$ cat src/rtl/reflex_judge_if.sv
// Bundles the game-control inputs and the judge status outputs of reflex_judge.
// Latency: n/a (signal bundle only).
// Backpressure: none; every input is a level or a single-cycle pulse.
//
// Signals:
//   start        : one-cycle pulse that begins or restarts a game
//   target_valid : one-cycle pulse, target_id is valid
//   target_id    : index of the button that must be pressed
//   btn          : synchronized, debounced button levels (1 = pressed)
//   wrong_time   : accumulated wrong/miss count
//   score        : correct-hit count (saturating)
//   hit / wrong  : one-cycle judgement pulses
//   game_over    : high while the game is over
//   busy         : high while a game is in progress
interface reflex_judge_if;
  logic       start;
  logic       target_valid;
  logic [1:0] target_id;
  logic [3:0] btn;
  logic [2:0] wrong_time;
  logic [7:0] score;
  logic       hit;
  logic       wrong;
  logic       game_over;
  logic       busy;

  // master: the game controller / button front end driving the judge
  modport master (
    output start, target_valid, target_id, btn,
    input  wrong_time, score, hit, wrong, game_over, busy
  );

  // slave: the judge itself
  modport slave (
    input  start, target_valid, target_id, btn,
    output wrong_time, score, hit, wrong, game_over, busy
  );
endinterface

$ cat src/rtl/reflex_judge.sv
// Judges button presses against a shown target inside a timed response window.
// Latency: hit/wrong pulse one cycle after the judged rise or timeout cycle.
// Backpressure: none; presses outside a window are ignored or counted as early.
//
// Ports:
//   clk   : sole clock, rising edge
//   rst_n : asynchronous active-low reset
//   bus   : reflex_judge_if.slave (start, target, buttons in; counters, pulses, status out)
module reflex_judge #(
  parameter int unsigned WINDOW_CYCLES = 50_000_000,
  parameter int unsigned MAX_WRONG     = 3
) (
  input  logic           clk,
  input  logic           rst_n,
  reflex_judge_if.slave  bus
);

  localparam logic [31:0] LP_TIMER_LOAD = 32'(WINDOW_CYCLES - 1);
  localparam logic [2:0]  LP_MAX_WRONG  = 3'(MAX_WRONG);

  typedef enum logic [2:0] {
    ST_IDLE    = 3'd0,
    ST_ARMED   = 3'd1,
    ST_WINDOW  = 3'd2,
    ST_RELEASE = 3'd3,
    ST_OVER    = 3'd4
  } state_t;

  state_t      r_state;
  logic [3:0]  r_btn_q;
  logic [31:0] r_timer;
  logic [1:0]  r_target;
  logic [2:0]  r_wrong_time;
  logic [7:0]  r_score;
  logic        r_hit;
  logic        r_wrong;
  logic        r_game_over;
  logic        r_busy;

  logic [3:0]  w_rise;
  logic [3:0]  w_target_mask;
  logic [2:0]  w_wrong_inc;

  // Only fresh presses count; a button held across a state change has btn_q set
  // and therefore never produces a second rise.
  assign w_rise        = bus.btn & ~r_btn_q;
  // A rise equal to the one-hot target mask is both one-hot and on target.
  assign w_target_mask = 4'b0001 << r_target;
  assign w_wrong_inc   = (r_wrong_time == LP_MAX_WRONG) ? r_wrong_time
                                                        : r_wrong_time + 3'd1;

  always_ff @(posedge clk or negedge rst_n) begin
    if (!rst_n) begin
      r_state      <= ST_IDLE;
      r_btn_q      <= 4'b0000;
      r_timer      <= 32'd0;
      r_target     <= 2'd0;
      r_wrong_time <= 3'd0;
      r_score      <= 8'd0;
      r_hit        <= 1'b0;
      r_wrong      <= 1'b0;
      r_game_over  <= 1'b0;
      r_busy       <= 1'b0;
    end else begin
      r_btn_q <= bus.btn;
      r_hit   <= 1'b0;
      r_wrong <= 1'b0;

      if (bus.start) begin
        // start wins from every state: fresh game, waiting for a target
        r_wrong_time <= 3'd0;
        r_score      <= 8'd0;
        r_state      <= ST_ARMED;
        r_busy       <= 1'b1;
        r_game_over  <= 1'b0;
      end else begin
        case (r_state)
          ST_IDLE: begin
            r_busy      <= 1'b0;
            r_game_over <= 1'b0;
          end

          ST_ARMED: begin
            if (bus.target_valid) begin
              // a press landing with the target is absorbed into btn_q unjudged
              r_target <= bus.target_id;
              r_timer  <= LP_TIMER_LOAD;
              r_state  <= ST_WINDOW;
            end else if (|w_rise) begin
              r_wrong      <= 1'b1;
              r_wrong_time <= w_wrong_inc;
              r_state      <= ST_RELEASE;
            end
          end

          ST_WINDOW: begin
            // a press on the last window cycle is judged; timeout is suppressed
            if (|w_rise) begin
              if (w_rise == w_target_mask) begin
                r_hit <= 1'b1;
                if (r_score != 8'hFF) r_score <= r_score + 8'd1;
              end else begin
                r_wrong      <= 1'b1;
                r_wrong_time <= w_wrong_inc;
              end
              r_state <= ST_RELEASE;
            end else if (r_timer == 32'd0) begin
              r_wrong      <= 1'b1;
              r_wrong_time <= w_wrong_inc;
              r_state      <= ST_RELEASE;
            end else begin
              r_timer <= r_timer - 32'd1;
            end
          end

          ST_RELEASE: begin
            if (bus.btn == 4'b0000) begin
              if (r_wrong_time == LP_MAX_WRONG) begin
                r_state     <= ST_OVER;
                r_busy      <= 1'b0;
                r_game_over <= 1'b1;
              end else begin
                r_state <= ST_ARMED;
              end
            end
          end

          ST_OVER: begin
            r_busy      <= 1'b0;
            r_game_over <= 1'b1;
          end

          default: begin
            r_state     <= ST_IDLE;
            r_busy      <= 1'b0;
            r_game_over <= 1'b0;
          end
        endcase
      end
    end
  end

  assign bus.wrong_time = r_wrong_time;
  assign bus.score      = r_score;
  assign bus.hit        = r_hit;
  assign bus.wrong      = r_wrong;
  assign bus.game_over  = r_game_over;
  assign bus.busy       = r_busy;

endmodule

$ cat src/flat_wrapper.sv
// flat-port wrapper written by rule: the top's interface ports become plain ports
module reflex_judge_flat 
#(
  parameter int unsigned WINDOW_CYCLES = 50_000_000,
  parameter int unsigned MAX_WRONG     = 3
)
  (clk, rst_n, bus_start, bus_target_valid, bus_target_id, bus_btn, bus_wrong_time, bus_score, bus_hit, bus_wrong, bus_game_over, bus_busy);
  reflex_judge_if bus_i ();
  input  logic clk;
  input  logic rst_n;
  input wire logic [$bits(bus_i.start)-1:0] bus_start;
  input wire logic [$bits(bus_i.target_valid)-1:0] bus_target_valid;
  input wire logic [$bits(bus_i.target_id)-1:0] bus_target_id;
  input wire logic [$bits(bus_i.btn)-1:0] bus_btn;
  output wire logic [$bits(bus_i.wrong_time)-1:0] bus_wrong_time;
  output wire logic [$bits(bus_i.score)-1:0] bus_score;
  output wire logic [$bits(bus_i.hit)-1:0] bus_hit;
  output wire logic [$bits(bus_i.wrong)-1:0] bus_wrong;
  output wire logic [$bits(bus_i.game_over)-1:0] bus_game_over;
  output wire logic [$bits(bus_i.busy)-1:0] bus_busy;
  assign bus_i.start = bus_start;
  assign bus_i.target_valid = bus_target_valid;
  assign bus_i.target_id = bus_target_id;
  assign bus_i.btn = bus_btn;
  assign bus_wrong_time = bus_i.wrong_time;
  assign bus_score = bus_i.score;
  assign bus_hit = bus_i.hit;
  assign bus_wrong = bus_i.wrong;
  assign bus_game_over = bus_i.game_over;
  assign bus_busy = bus_i.busy;
  reflex_judge #(.WINDOW_CYCLES(WINDOW_CYCLES), .MAX_WRONG(MAX_WRONG)) u_core (.clk(clk), .rst_n(rst_n), .bus(bus_i));
endmodule
$ cat config.mk
export PLATFORM = sky130hd
export DESIGN_NAME = reflex_judge_flat
export DESIGN_NICKNAME = d
export VERILOG_FILES = /design/src/rtl/reflex_judge_if.sv /design/src/rtl/reflex_judge.sv /design/src/flat_wrapper.sv
export SDC_FILE = /design/constraint.sdc
export NUM_CORES = 1
export LEC_CHECK = 0
export ABC_AREA = 0
export BUFFER_PORTS_ARGS = -buffer_cell sky130_fd_sc_hd__buf_2
export CAP_MARGIN = 5
export CORE_MARGIN = 4
export CORE_UTILIZATION = 51
export DETAILED_ROUTE_END_ITERATION = 16
export GPL_TIMING_DRIVEN = 0
export PLACE_DENSITY = 0.7
export SYNTH_ARGS = -nofsm -noshare
export SYNTH_HDL_FRONTEND = slang
export SYNTH_SLANG_ARGS = --single-unit
export TNS_END_PERCENT = 5
$ cat constraint.sdc
create_clock -name clk -period 7 [get_ports clk]
set_clock_uncertainty 0.05 [all_clocks]
set_input_delay 1.4 -clock clk [delete_from_list [all_inputs] [get_ports clk]]
set_output_delay 1.4 -clock clk [all_outputs]
set_load 0.05 [all_outputs]
# Yosys cells after proc, flatten, opt, wreduce, memory -nomap -nowiden
# Cells that the tools add are included.
[word_totals]
reg_bits = 56
in_bits = 10
wordCells = 98
ramBits = 0
romBits = 0
memories = 0
latchBits = 0
output_inout_bits = 15
[op_classes]
n_reduce_logical = 18
mul = 0
div = 0
shifts = 1
muxes = 44
magnitude_cmp = 0
n_bitwise = 3
eq_ne = 19
add_sub_neg = 3
[op_table]
columns = ["operator", "n"]
rows = [
  ["$mux 32", 3],
  ["$pmux 32 s2", 1],
  ["$mux 3", 14],
  ["$mux 8", 5],
  ["$logic_not 32->1", 1],
  ["$sub 32x1->32 const B", 1],
  ["$mux 1", 16],
  ["$pmux 3 s4", 1],
  ["$reduce_and 5->1", 2],
  ["$reduce_bool 2->1", 5],
  ["$eq 3x2->1 const B", 3],
  ["$ne 3x2->1 const B", 3],
  ["$add 8x1->8 const B", 1],
  ["$ne 8x8->1 const B", 1],
  ["$reduce_and 4->1", 2],
  ["$ne 2x2->1 const B", 3],
  ["$pmux 3 s2", 1],
  ["$reduce_and 3->1", 2],
  ["$and 4x4->4", 1],
  ["$eq 4x4->1", 1],
  ["$logic_not 4->1", 1],
  ["$ne 2x1->1 const B", 2],
  ["$ne 4x2->1 const B", 1],
  ["$ne 4x3->1 const B", 1],
  ["14 further kinds", 16],
]

# Longest topological paths before layout
# Gate-level depths: netlist (run 1).
[depth]
word_depth = 7
mapped_depth = 9
ltp_nobuf = 7

# Least setup slack after synthesis (run 1)
# Ideal clock, no wire load.
[synth_timing]
path_kind = "input-to-reg"
from = "input bus_btn[1]"
to = "register u_core.r_score[5], in the netlist u_core.bus.score[5]"
path_slack_ns = 3.778
setup_ns = 0.078
arrival_time_ns = 3.094
cell_stages = 6
t_required_ns = 6.872
n_path_buf = 0
cell_sequence = "nand2b_1 a2111o_1 a221oi_4 nand2_1 or4_1 a21oi_1"
[synth_between]
elab_chain_len = 4
word_cells_on_any_way = 6
classes_between = "eq/ne: 1; bitwise: 1; reduce/logical: 4"
[synth_rtl]
columns = ["item", "line_no", "rtl"]
rows = [
  ["start: declaration", "flat_wrapper.sv:14", "input wire logic [$bits(bus_i.btn)-1:0] bus_btn;"],
  ["$and 4x4->4 *", "reflex_judge.sv:46", "assign w_rise = bus.btn & ~r_btn_q;"],
  ["$eq 4x4->1 or $reduce_or 4->1 (tied branches)", "reflex_judge.sv:99, reflex_judge.sv:98", ""],
  ["$reduce_bool 2->1 (no line)", "n/a", ""],
  ["$reduce_and 4->1 (no line) *", "n/a", ""],
  ["end signal: assignment", "reflex_judge.sv:101", "if (r_score != 8'hFF) r_score <= r_score + 8'd1;"],
  ["end: declaration", "reflex_judge.sv:34", "logic [7:0] r_score;"],
]
# Mark *: on every way between the ends. The rest lies on a longest branch, timed or not.
# A chain may end at the register's enable or synchronous reset.

# Final worst setup path (run 1)
[layout_timing]
from = "input bus_btn[1]"
to = "register u_core.r_score[7], in the netlist u_core.bus.score[7]"
# Same word-level chain as after synthesis.

==> impl_metrics.py, run 1 <==
metrics = {
    "power_and_ir_drop": {
        "p_int_uw": 524.7,
        "p_per_area_nw_per_um2": 228.8,
        "p_leak_nw": 1.410,
        "ir_drop_uv": 194.1,
        "seq_power_share_pct": 47.1,
        "clockPowerShare_pct": 26.8,
        "switching_power_uw": 268.6,
        "switching_share_pct": 33.86,
        "p_comb_share_pct": 26.1,
        "power_uw": 793.3,
    },
    "die": {
        "dieWidth_um": 86.24,
        "std_cell_rows": 28,
        "fp.dieH_um": 86.24,
        "boundaryPins": 25,
        "core_um2": 5921,
        "initial_core_util_pct": 52.73,
        "dieArea_um2": 7436,
    },
    "job": {
        "drv_cap": 0,
    },
    "clocking": {
        "root_buffer": "clkbuf_8",
        "htreeDepth": 2,
        "clk_pin_slew_ns": 0.10,
        "cts.repair.resized": 0,
        "clock_path_buffers": 2,
        "cts_made_buffers": 5,
        "postCtsSetupRepairBufs": 0,
        "postCtsHoldBufs": 0,
        "clk_latency_ns": 0.31,
        "clock-sinks": 56,
        "tritoncts": "yes",
    },
    "synth": {
        "syn_inst": 324,
        "synthTopCellsByCount": "dfrtp_1 (56), nor2_1 (39), nand2_1 (34)",
        "postSynth.asyncResetShare_pct": 100.0,
        "syn-num-nets": 338,
        "synth_area_per_cell_um2": 9.635,
        "syn-cell-area_um2": 3122,
        "synth_edf_count": 0,
        "synth_ff_type": "dfrtp_1",
        "yosys_register_bits": 56,
        "synth_top_area_share_pct": 44.89,
        "yosys.area.top_type": "dfrtp_1",
        "yosysSeqAreaShare_pct": 44.89,
        "yosysWarnings": 0,
        "synth.distinct_cells": 63,
        "yosysMostFrequentCell": "dfrtp_1",
        "synthTopCellsByArea": "dfrtp_1 (45%), nor2_1 (4.7%), xnor2_1 (4.5%), nand2_1 (4.1%), xor2_1 (3.1%)",
    },
    "global_routing": {
        "antenna_found_initial": 0,
        "grt_pass1_vias": 2430,
        "grt_usage_pct": 18.45,
        "grt_overflow_total": 0,
        "grt_max_degree": 57,
        "grt_pass1_wl_mm": 11.21,
    },
    "detailed_routing": {
        "drc": 0,
        "dr.pass1.iters": 4,
        "vias": 2484,
        "routedWlPerCell_um": 14.85,
        "drtIter0Drc": 102,
        "ant_nets": 0,
        "vias_per_cell": 5.750,
        "wirelength_mm": 6.414,
    },
    "setup_path": {
        "path_class": "in -> reg",
        "rr_startpoint": "u_core.r_timer[18]",
        "r2r_setup_slack_ns": 4.29,
        "r2r_cells": 7,
        "crit_path_start_kind": "input port",
        "crit_required_ns": 7.18,
        "worstReg2RegEnd": "u_core.bus.wrong_time[1]",
        "arrival_ns": 3.47,
        "crit_fanout": 7,
        "endpoint_kind": "register",
    },
    "worst_hold_path": {
        "holdPathStages": 1,
        "min_path_type": "reg -> reg",
        "holdPathEnd": "u_core.r_timer[0]",
        "hold_start": "u_core.r_timer[0]",
    },
    "sta": {
        "finalSetupTns_ns": 0,
        "min_period_over_period_pct": 46.88,
        "finalHoldViolations": 0,
        "fin_crit_ns": 3.281,
        "finalSetupViolCount": 0,
        "drv_slew": 0,
        "fin_ws_ns": 3.719,
        "fmax_ghz": 0.3048,
        "relSlewSlack_pct": 48.60,
        "worst_hold_slack_ns": 0.4416,
        "worst_pin_slew_ns": 0.7650,
        "rsz0062_at_grt": "no",
    },
    "placed_design": {
        "gp_congestion": 0.8430,
        "place_area_um2": 3336,
        "port_buffers": 24,
        "dp_worst_setup_slack_ns": 3.395,
        "dp_hpwl_mm": 4.557,
    },
    "cells_and_area": {
        "fin_area_um2": 3467,
        "nets": 370,
        "num_antenna_cells": 0,
        "final_layout_size_suffix_gt1_share_pct": 16.53,
        "area_growth_pct": 11.06,
        "fill_cells": 532,
    },
    "status": {
        "status": "finished clean",
    },
}
## how the worst max path moves through the flow
stage / startpoint / to / slack (ns) / cells after the start
detailed placement: bus_btn[1] / u_core.bus.score[7] / 3.40 / 7
finish: bus_btn[1] / u_core.bus.score[7] / 3.72 / 7
floorplan: bus_btn[1] / u_core.bus.score[5] / 3.78 / 6
CTS: bus_btn[1] / u_core.bus.score[7] / 3.72 / 7
global route: bus_btn[1] / u_core.bus.score[5] / 3.61 / 7
global placement: bus_btn[1] / u_core.bus.score[5] / 3.42 / 7
## layout make-up
cell class | count | area [um^2] | area share [%]
multi-input combinational | 249 | 1637 | 47.20
sequential | 56 | 1401 | 40.42
timing repair buffer | 25 | 140.1 | 4.042
tap | 75 | 93.84 | 2.707
clock buffer | 5 | 68.82 | 1.985
buffer | 13 | 61.31 | 1.768
clock inverter | 3 | 42.54 | 1.227
inverter | 6 | 22.52 | 0.6496
## cells in the final DEF, fill, tap and decap left out, types with 4 or more instances in the layout
master and instances:
nor3b_1 4, xnor2_1 16, nor2b_1 6, clkbuf_1 7, nor3_1 17, nor2_1 39
inv_1 6, buf_2 28, nand4_1 5, a21oi_1 10, nand2b_1 7, o31ai_1 5
nor4_1 6, dfrtp_1 56, clkbuf_8 5, xor2_1 11, ha_1 4, nand3_1 14
or4_1 7, and3_1 4, nand2_1 34, nand3b_1 4
## worst max-delay path: stages
cell	delay [ns]
buf_2	0.11
nand2b_1	0.12
a2111o_1	0.49
a221oi_4	0.42
nand2_1	0.25
or4_1	0.52
a21oi_1	0.15
## metrics by stage
stage	std cells	utilization, %
2_1_floorplan	324	-
3_3_place_gp	423	56.34
3_5_place_dp	423	56.34
4_1_cts	431	58.22
5_1_grt	432	58.56
6_report	432	58.56
## logic make-up (layout without fill, tap and decap cells)
| logic type | count (synthesis) | in the layout | synth area share, % |
|---|---|---|---|
| xor gates and xnor gates | 27 | 27 | 7.575 |
| AOI/OAI and AO/OA | 41 | 41 | 10.46 |
| and+or+nand+nor | 173 | 173 | 31.38 |
| muxes | 4 | 4 | 1.403 |
| DFF | 56 | 56 | 44.89 |
| adders and majority gates | 4 | 4 | 1.603 |
| buffers and inverters | 19 | 52 | 2.685 |
## metal layers
layer,track usage [%],wire (um),vias up,share of wire (%)
li1,-,-,1227,-
met1,24.63,3100,1209,48
met2,31.39,3062,40,48
met3,3.327,177,8,2.8
met4,4.249,74,0,1.2
met5,0,0,-,0
## registers in the layout, summed over array words and instances, names as in the netlist
| register | flops |
|---|---|
| u_core.bus.wrong | 1 |
| u_core.bus.busy | 1 |
| u_core.r_target | 2 |
| u_core.r_btn_q | 4 |
| u_core.bus.game_over | 1 |
| u_core.bus.hit | 1 |
| u_core.r_timer | 32 |
| u_core.bus.score | 8 |
| u_core.r_state | 3 |
| u_core.bus.wrong_time | 3 |
## power by group through the flow
| stage | combinational [mW] | sequential [mW] | clock, mW |
|---|---|---|---|
| 4_1_cts | 0.206 | 0.373 | 0.218 |
| 3_5_place_dp | 0.206 | 0.379 | 0 |
| 3_3_place_gp | 0.203 | 0.378 | 0 |
| 2_1_floorplan | 0.116 | 0.415 | 0 |
| 5_1_grt | 0.228 | 0.378 | 0.230 |
| 6_report | 0.207 | 0.374 | 0.213 |
(Power assumes the default switching activity.)
==> run 2, diff against run 1 <==
- ABC_AREA: 0 -> 1
- PLACE_DENSITY: 0.7 -> 0.72
- clock period: 7 -> 2.7 ns (I/O delays scaled with it)
==> run 2 against run 1 <==
Count of clock-buffer cells in the layout grew 1. Global-route usage grew 5.0 points. Register-to-register slack lost 4.0 ns. Combinational power grew to 7.7 times the previous value. Non-clock buffer count down 4. Clock power rose to 2.7 times the previous value. Critical path depth rose by 6. Critical path type is now reg -> reg. Largest cell class unchanged.
==> impl_metrics.py, run 2 <==
metrics = {
    "status": {
        "status": "finished clean",
    },
    "sta": {
        "fin_ws_ns": 0.3056,
        "finalSetupViolCount": 0,
        "worst_hold_slack_ns": 0.2072,
        "finalHoldViolations": 0,
        "fin_crit_ns": 2.394,
        "finalSetupTns_ns": 0,
        "drv_slew": 0,
        "rsz0062_at_grt": "no",
        "min_period_over_period_pct": 88.68,
        "worst_pin_slew_ns": 0.7280,
        "relSlewSlack_pct": 51.47,
        "fmax_ghz": 0.4176,
    },
    "synth": {
        "synthTopCellsByArea": "dfrtp_1 (38%), nand2_1 (19%), nor2_1 (9.8%), nand3_1 (7.0%), inv_1 (5.4%)",
        "postSynth.asyncResetShare_pct": 100.0,
        "synth_top_area_share_pct": 38.44,
        "syn_inst": 547,
        "synthTopCellsByCount": "nand2_1 (180), nor2_1 (95), dfrtp_1 (56)",
        "synth_area_per_cell_um2": 6.665,
        "yosysSeqAreaShare_pct": 38.44,
        "yosys_register_bits": 56,
        "synth_edf_count": 0,
        "synth_ff_type": "dfrtp_1",
        "yosysMostFrequentCell": "nand2_1",
        "syn-num-nets": 561,
        "syn-cell-area_um2": 3646,
        "synth.distinct_cells": 27,
        "yosysWarnings": 0,
        "yosys.area.top_type": "dfrtp_1",
    },
    "detailed_routing": {
        "dr.pass1.iters": 5,
        "wirelength_mm": 9.348,
        "drtIter0Drc": 219,
        "routedWlPerCell_um": 13.87,
        "drc": 0,
        "ant_nets": 0,
        "vias": 3563,
        "vias_per_cell": 5.286,
    },
    "clocking": {
        "root_buffer": "clkbuf_8",
        "cts_made_buffers": 5,
        "cts.repair.resized": 0,
        "postCtsSetupRepairBufs": 0,
        "clk_latency_ns": 0.31,
        "clock-sinks": 56,
        "postCtsHoldBufs": 0,
        "htreeDepth": 2,
        "clk_pin_slew_ns": 0.11,
        "clock_path_buffers": 2,
        "tritoncts": "yes",
    },
    "cells_and_area": {
        "nets": 591,
        "largest_reg_flops": 32,
        "regMostFlops": "u_core.r_timer",
        "final_cell_mix": "nand2_1 (180), nor2_1 (95), dfrtp_1 (56)",
        "stdcell_count": 674,
        "layout_commonest_cell": "nand2_1",
        "area_growth_pct": 9.472,
        "final_layout_size_suffix_gt1_share_pct": 9.516,
        "num_antenna_cells": 0,
    },
    "job": {
        "drv_cap": 0,
    },
    "global_routing": {
        "antenna_found_initial": 0,
        "grt_max_degree": 57,
        "grt_overflow_total": 0,
        "grt_pass1_wl_mm": 16.19,
        "grt_pass1_vias": 3468,
        "grt_usage_pct": 23.43,
    },
    "setup_path": {
        "crit_family": "simple AND/OR/NAND/NOR gates",
        "endpoint_kind": "register",
        "worst_path_max_delay_cell": "dfrtp_1",
        "crit_chain": "inv_1 > ha_1 > nand2_2 > nor2_4 > nand2_2 > nor2_2 > nand2_2 > nand3_4 > nand2_2 > buf_6 > buf_6 > nand2_1 > nand2_1",
        "crit_path_start_kind": "register",
        "worst_path_largest_cell_delay_ns": 0.41,
        "path_class": "reg -> reg",
        "r2r_cells": 13,
        "crit_top_cell": "nand2_2",
        "cp.depth": 13,
        "crit_required_ns": 2.86,
        "arrival_ns": 2.55,
        "crit_buf_inv": 3,
        "crit_fanout": 10,
    },
    "die": {
        "initial_core_util_pct": 53.08,
        "dieArea_um2": 8566,
        "boundaryPins": 25,
        "dieWidth_um": 92.55,
        "std_cell_rows": 30,
        "fp.dieH_um": 92.55,
        "core_um2": 6869,
    },
    "power_and_ir_drop": {
        "ir_drop_uv": 432.9,
        "p_leak_nw": 1.952,
        "p_per_area_nw_per_um2": 867.4,
        "power_mw": 3.462,
    },
    "worst_hold_path": {
        "min_path_type": "in -> async",
    },
    "placed_design": {
        "gp_congestion": 0.9947,
        "dp_worst_setup_slack_ns": 0.3214,
        "dp_cells": 666,
        "dp_hpwl_mm": 6.840,
        "port_buffers": 23,
    },
}
-- run 2: cell count changes after synthesis, moves of 10 or more --
cell / change
nor2_1: +56
inv_1: +46
xnor2_1: -10
nand2_1: +146
nor3_1: -12
nand3_1: +37
nand4_1: +10
o21ai_0: +26
-- run 2: logic make-up after synthesis --
logic type | count (synthesis) | synth area share, %
simple gates | 361 | 42.04
buf+inv | 65 | 7.310
flops | 56 | 38.44
compound gates | 46 | 7.241
xor+xnor | 15 | 3.603
fa+ha+maj | 4 | 1.373
-- run 2: cell type report --
| cell class | instances | area [um^2] |
|---|---|---|
| tap | 96 | 120.1 |
| buffer | 11 | 63.81 |
| sequential | 56 | 1401 |
| multi-input combinational | 426 | 1978 |
| inverter | 54 | 202.7 |
| timing repair buffer | 23 | 117.6 |
| fill | 709 | 2878 |
| clock buffer | 6 | 72.57 |
| clock inverter | 2 | 35.03 |
-- run 2: final timing paths --
| check | start | slack, ns | end |
|---|---|---|---|
| worst max-delay path | u_core.r_timer[0] | 0.31 | u_core.r_timer[2] |
| worst min-delay path | rst_n | 0.21 | u_core.r_timer[6] |
| worst max register to register | u_core.r_timer[0] | 0.31 | u_core.r_timer[2] |
| worst min register to register | u_core.bus.busy | 0.45 | u_core.bus.busy |
| max in group asynchronous | rst_n | 1.89 | u_core.bus.game_over |
| min in group clk | bus_btn[0] | 0.32 | u_core.r_btn_q[0] |
-- run 2: report_power, final --
part / switching (mW) / internal, mW / total (mW)
Clock: 0.294 / 0.276 / 0.570
Sequential: 0.246 / 1.05 / 1.30
Combinational: 1.11 / 0.480 / 1.59
-- run 2: routing by layer --
layer	wire length, um	vias to the layer above	share of wire (%)	GRT usage (%)
li1	-	1799	-	-
met4	170	0	1.8	6.188
met5	0	-	0	0
met2	4556	95	49	41.39
met3	397	15	4.2	3.087
met1	4224	1654	45	30.08
-- run 2: through the flow --
| step | instance area (um^2) | utilization, % |
|---|---|---|
| final | 3991 | 58.11 |
| after global routing | 3991 | 58.11 |
| after CTS | 3989 | 58.07 |
| after detailed placement | 3881 | 56.50 |
| after global placement | 3881 | 56.50 |
| after floorplan | 3646 | - |
-- run 2: worst reg2reg max path: cells and delay by family, from the launching register on --
kind,cells,cell delay (ns)
adder cells (fa/ha/maj),1,0.37
buffers and inverters,3,0.47
flip-flops,1,0.41
AND/OR/NAND/NOR,9,0.98
